==> config.mk <==
export PLATFORM = sky130hd
export DESIGN_NAME = bp_io_cmd_arbiter
export DESIGN_NICKNAME = d
export VERILOG_FILES = /design/src/rtl/bp_io_cmd_arbiter.sv
export SDC_FILE = /design/constraint.sdc
export NUM_CORES = 1
export LEC_CHECK = 0
export CAP_MARGIN = 15
export CORE_AREA = 2 2 260 262
export DETAILED_ROUTE_END_ITERATION = 7
export DIE_AREA = 0 0 262 264
export PLACE_DENSITY = 0.43
export SYNTH_ARGS = -nofsm -noshare
export SYNTH_HDL_FRONTEND = slang
export SYNTH_SLANG_ARGS = --single-unit
export TNS_END_PERCENT = 10
==> constraint.sdc <==
create_clock -name clk_i -period 4.52 [get_ports clk_i]
set_clock_uncertainty 0.2 [all_clocks]
set_input_delay 0.678 -clock clk_i [delete_from_list [all_inputs] [get_ports clk_i]]
set_output_delay 0.678 -clock clk_i [all_outputs]
set_load 0.005 [all_outputs]
==> src/rtl/bp_io_cmd_arbiter.sv <==
`default_nettype none
// ============================================================================
// Module   : bp_io_cmd_arbiter
// Purpose  : Round-robin sharing of one I/O command channel. Limits commands
//            in flight by credit and steers in-order responses back by tag.
// Revision : 1.0
// ============================================================================
module bp_io_cmd_arbiter #(
  parameter int num_req_p     = 2,
  parameter int msg_width_p   = 128,
  parameter int max_credits_p = 16,
  parameter int src_width_p   = (num_req_p > 1) ? $clog2(num_req_p) : 1,
  parameter int cnt_width_p   = $clog2(max_credits_p + 1)
) (
  input  logic                             clk_i,
  input  logic                             reset_i,
  input  logic [num_req_p*msg_width_p-1:0] req_cmd_i,
  input  logic [num_req_p-1:0]             req_cmd_v_i,
  output logic [num_req_p-1:0]             req_cmd_yumi_o,
  output logic [msg_width_p-1:0]           io_cmd_o,
  output logic                             io_cmd_v_o,
  input  logic                             io_cmd_ready_i,
  input  logic [msg_width_p-1:0]           io_resp_i,
  input  logic                             io_resp_v_i,
  output logic                             io_resp_yumi_o,
  output logic [msg_width_p-1:0]           req_resp_o,
  output logic [num_req_p-1:0]             req_resp_v_o,
  input  logic [num_req_p-1:0]             req_resp_ready_i,
  output logic [cnt_width_p-1:0]           credits_used_o,
  output logic                             credits_full_o,
  output logic                             credits_empty_o,
  output logic                             error_o
);

  localparam int ptr_width_lp = $clog2(max_credits_p);

  logic [src_width_p-1:0]  rr_ptr;
  logic [src_width_p-1:0]  grant_idx;
  logic                    grant_found;
  logic                    can_load;
  logic                    grant;
  logic [msg_width_p-1:0]  grant_cmd;
  logic [msg_width_p-1:0]  cmd_q;
  logic                    cmd_v_q;

  logic [src_width_p-1:0]  tag_mem [max_credits_p];
  logic [ptr_width_lp-1:0] wr_ptr;
  logic [ptr_width_lp-1:0] rd_ptr;
  logic [cnt_width_p-1:0]  used_q;
  logic                    full;
  logic                    empty;
  logic [src_width_p-1:0]  head;
  logic                    head_ready;
  logic                    resp_ok;
  logic                    pop;
  logic                    orphan;
  logic                    err_q;
  int                      scan_pos;

  assign full     = (used_q == cnt_width_p'(max_credits_p));
  assign empty    = (used_q == '0);
  assign can_load = ~cmd_v_q | io_cmd_ready_i;
  // Uses the registered count only: a same-cycle pop never frees a slot for a grant.
  assign grant    = ~reset_i & can_load & ~full & grant_found;

  // First valid requester at or after rr_ptr, wrapping modulo num_req_p.
  always_comb begin
    grant_found = 1'b0;
    grant_idx   = '0;
    scan_pos    = 0;
    for (int i = 0; i < num_req_p; i++) begin
      scan_pos = int'(rr_ptr) + i;
      if (scan_pos >= num_req_p) begin
        scan_pos = scan_pos - num_req_p;
      end
      for (int j = 0; j < num_req_p; j++) begin
        if (!grant_found && (j == scan_pos) && req_cmd_v_i[j]) begin
          grant_found = 1'b1;
          grant_idx   = src_width_p'(j);
        end
      end
    end
  end

  always_comb begin
    grant_cmd      = '0;
    req_cmd_yumi_o = '0;
    for (int j = 0; j < num_req_p; j++) begin
      if (grant_idx == src_width_p'(j)) begin
        grant_cmd         = req_cmd_i[j*msg_width_p +: msg_width_p];
        req_cmd_yumi_o[j] = grant;
      end
    end
  end

  assign head    = tag_mem[rd_ptr];
  assign resp_ok = ~reset_i & io_resp_v_i & ~empty;
  assign orphan  = ~reset_i & io_resp_v_i & empty;

  always_comb begin
    head_ready   = 1'b0;
    req_resp_v_o = '0;
    for (int j = 0; j < num_req_p; j++) begin
      if (head == src_width_p'(j)) begin
        head_ready      = req_resp_ready_i[j];
        req_resp_v_o[j] = resp_ok;
      end
    end
  end

  assign pop = resp_ok & head_ready;

  always_ff @(posedge clk_i or posedge reset_i) begin
    if (reset_i) begin
      cmd_q   <= '0;
      cmd_v_q <= 1'b0;
      rr_ptr  <= '0;
      wr_ptr  <= '0;
      rd_ptr  <= '0;
      used_q  <= '0;
      err_q   <= 1'b0;
    end else begin
      if (grant) begin
        cmd_q   <= grant_cmd;
        cmd_v_q <= 1'b1;
        rr_ptr  <= (grant_idx == src_width_p'(num_req_p - 1)) ? '0
                                                              : grant_idx + src_width_p'(1);
        wr_ptr  <= wr_ptr + ptr_width_lp'(1);
      end else if (io_cmd_ready_i) begin
        cmd_v_q <= 1'b0;
      end
      if (pop) begin
        rd_ptr <= rd_ptr + ptr_width_lp'(1);
      end
      case ({grant, pop})
        2'b10:   used_q <= used_q + cnt_width_p'(1);
        2'b01:   used_q <= used_q - cnt_width_p'(1);
        default: used_q <= used_q;
      endcase
      if (orphan) begin
        err_q <= 1'b1;
      end
    end
  end

  // Tag storage needs no reset; occupancy gates every read.
  always_ff @(posedge clk_i) begin
    if (grant) begin
      tag_mem[wr_ptr] <= grant_idx;
    end
  end

  assign io_cmd_o        = cmd_q;
  assign io_cmd_v_o      = cmd_v_q;
  assign io_resp_yumi_o  = pop | orphan;
  assign req_resp_o      = io_resp_i;
  assign credits_used_o  = used_q;
  assign credits_full_o  = full;
  assign credits_empty_o = empty;
  assign error_o         = err_q;

endmodule
`default_nettype wire
==> metrics.md <==
| Metric | Value |
|---|---|
| DP Area | 12190 um2 |
| Hold_buf cts | 0 |
| DR vias | 6802 |
| Place WS | 0.5691 ns |
| Worst Path Arrival | 3.05 ns |
| Area of the multi-input gates | 2823 um2 |
| Hold crit path type | reg2reg |
| CP required | 3.64 ns |
| Crit path kind | reg2out |
| Synth Area in Compound Gates | 0.1706 |
| PwrDens | 457.0 nW/um2 |
| Ant diodes | 0 |
| Fin crit period | 3.932 ns |
| P&R area growth vs syn | 57.24% |
| Largest net degree at the start of global routing | 130 |
| Leakage power | 5.319 nW |
| Max Fanout on Critical Path | 7 |
| Rows | 95 |
| Crit path max-delay family | multiplexers |
| Port bufs | 405 |
| # clock sinks | 160 |
| Wire length per cell after detailed routing | 19.18 um |
| Simple-gate area share of the yosys netlist | 0.1268 |
| I/O Pins | 662 |
| Synth top area cells | dfrtp_1 (44%), a221o_1 (16%), buf_4 (12%) |
| Part of the power in combinational logic | 0.365 |
| Final WS setup | 0.5880 ns |
| Core ar. | 66560 um2 |
| Synthesized area per cell | 11.47 um2 |
| Max_slew headroom | 0.4053 |
| Crit path buf inv count | 1 |
| Asr flop ratio synth | 0.9000 |
| Final ANT Viol Nets | 0 |
| Post-CTS Setup Inserts | 0 |
| Residual DRC | 0 |
| Adder-cell share of the synthesized area | 0.01233 |
| Vias in the first global route | 7172 |
| Sequential-to-total area share from yosys stat | 0.5030 |
| Net count, final | 1350 |
| Synth unique cells | 38 |
| Sequential Power Share | 0.378 |
| Sw Ratio | 0.3135 |
| CTS tree | built |
| Synth Net Count | 1108 |
| CP cell instances | mux4_1 -> mux4_2 -> mux2i_4 -> a21boi_1 -> clkdlybuf4s50_1 |
| CTS Buf Count | 17 |
| Initial antenna violation count | 2 |
| Tot GR Track Use | 0.09966 |
| Max Fclk | 0.2543 GHz |
| Int Pwr | 4.006 mW |
| Worst Setup End Kind | primary output |
| Seq cells post-synth | 160 |
| DR pass1 iterations | 4 |
| Clock buffer depth | 2 |
| Resized Gates After CTS | 0 |
| Actual slew at the worst max-slew pin | 0.8920 ns |
| Cells after synthesis | 708 |
| Psw | 1.829 mW |
| First-pass GRT wire length | 49740 um |
| Final instance area | 12770 um2 |
| Clock power share | 0.257 |
| Vias per cell | 3.705 |
| Total congestion overflow | 0 |
| Initial Util | 0.1220 |
| Final slew viol count | 0 |
| WL final | 35220 um |
| Die area | 69170 um2 |
| Startpoint type of the worst setup path | flip-flop |
| Setup violators final | 0 |
| Post-synth top flop | dfrtp_1 |
| Post-route clock period utilization | 0.8699 |
| CTS HTree Levels | 4 |
| Combinational family with the most area after synthesis | compound AO/OA/AOI/OAI gates |
| Clock root buffer | clkbuf_16 |
| Die Wd | 262 um |
| Ratio of cells with drive above 1 in the final layout | 0.05192 |
| Maximum VDD drop | 154.2 uV |
| FF/Latch Area | 4084 um2 |
| Die Ht | 264 um |
| Worst-skew pair later-pin latency | 0.48 ns |
| Synthesized area | 8119 um2 |
| XOR/XNOR Fraction of Synth Area | 0.01294 |
| Yosys top cell area share | 0.4438 |
| Setup_tns | 0 ns |
| Largest stage delay, worst path | 0.58 ns |
| RSZ-0062 raised after global routing | no |
| EDFF count, synth | 16 |
| Post-synthesis mux area share | 0.02173 |
| Yosys warns | 0 |
| Routability cong. | 0.7725 |
| Number of max-cap violations | 0 |
| Final Hold Vio Count | 0 |
| Largest area contributor in the synthesized netlist | dfrtp_1 |
| Clock slew at reported path FFs | 0.07 ns |
| Initial DRC count | 398 |
| Status | finished, final reports clean |
| FILL cells | 7287 |
| Hpwl dp | 25700 um |
| Hold Slack | 0.2765 ns |
| Crit-path slowest cell | mux4_1 |
==> power by group through the flow <==
stage | Combinational [mW] | Sequential [mW] | Clock [mW]
final | 2.13 | 2.21 | 1.50
after global placement | 2.16 | 2.22 | 0
after CTS | 2.17 | 2.21 | 1.59
after global routing | 2.30 | 2.27 | 1.64
after floorplan | 0.954 | 2.18 | 0
after detailed placement | 2.17 | 2.22 | 0
==> Yosys cell counts (all sizes together), types with 4 or more instances <==
cell      n
nor3      5
a21o      4
mux4      5
nand2    11
xnor2     4
ha        8
edfxtp   16
nor2     21
dfrtp   144
and3    130
inv       9
buf     134
clkbuf   56
a221o   128
xor2      8
==> sequential cells by signal, summed over array words and instances, names as in the netlist <==
register        flops
rd_ptr              4
rr_ptr              1
tag_mem            16
io_cmd_o          128
io_cmd_v_o          1
credits_used_o      5
wr_ptr              4
error_o             1
==> placed cells by master, fill, tap and decap left out, types with 2 or more instances in the layout <==
master	instances
edfxtp_1	16
and3_1	130
nor3_1	5
nor2b_1	3
buf_4	5
ha_1	8
a21o_1	4
nand3_1	2
nand2b_1	3
nand2_1	11
clkbuf_16	17
xor2_1	8
inv_8	2
a21oi_1	2
clkinv_4	3
nor2_1	19
inv_6	6
buf_12	3
a221o_1	128
clkdlybuf4s50_1	405
inv_1	7
o21ai_0	2
clkinvlp_4	3
mux4_1	4
dfrtp_1	144
xnor2_1	4
==> final cells by class <==
cell class,count,area share
inverters,9,0.003136
repair buffers,413,0.3252
multi-input cells,349,0.2211
flip-flops and latches,160,0.3199
clock buffers,17,0.03332
well taps,873,0.08556
clock inverters,15,0.01176
==> final timing paths <==
| path | startpoint | endpoint | slack [ns] | depth (start not counted) |
|---|---|---|---|---|
| setup / recovery | rd_ptr[0] | io_resp_yumi_o | 0.59 | 5 |
| hold / removal | error_o | error_o | 0.28 | 1 |
| setup reg to reg | rd_ptr[0] | credits_used_o[4] | 0.68 | 12 |
| hold reg to reg | error_o | error_o | 0.28 | 1 |
| max in group asynchronous | reset_i | io_cmd_o[82] | 3.08 | 3 |
| min in group asynchronous | reset_i | error_o | 0.51 | 3 |
==> cells by family (layout without fill, tap and decap cells) <==
group / Yosys count / count (layout)
compound gates: 143 / 143
xor+xnor: 12 / 12
fa+ha+maj: 8 / 8
buf+inv: 199 / 454
flops: 160 / 160
mux: 8 / 8
simple gates: 178 / 178
==> through the flow <==
stage | cells | power, mW | utilization
final | 1836 | 5.834 | 0.1918
after global routing | 1836 | 6.216 | 0.1918
after CTS | 1836 | 5.970 | 0.1918
after detailed placement | 1804 | 4.388 | 0.1831
after global placement | 1804 | 4.379 | 0.1831
after floorplan | 708 | 3.129 | -
==> per-layer routing <==
layer / vias up / wire [um] / track usage
met3: 79 / 3528 / 0.03838
met5: - / 16 / 0
li1: 3037 / - / -
met2: 401 / 17770 / 0.1747
met4: 2 / 1412 / 0.05833
met1: 3283 / 12490 / 0.09948
(Power assumes the default switching activity.)
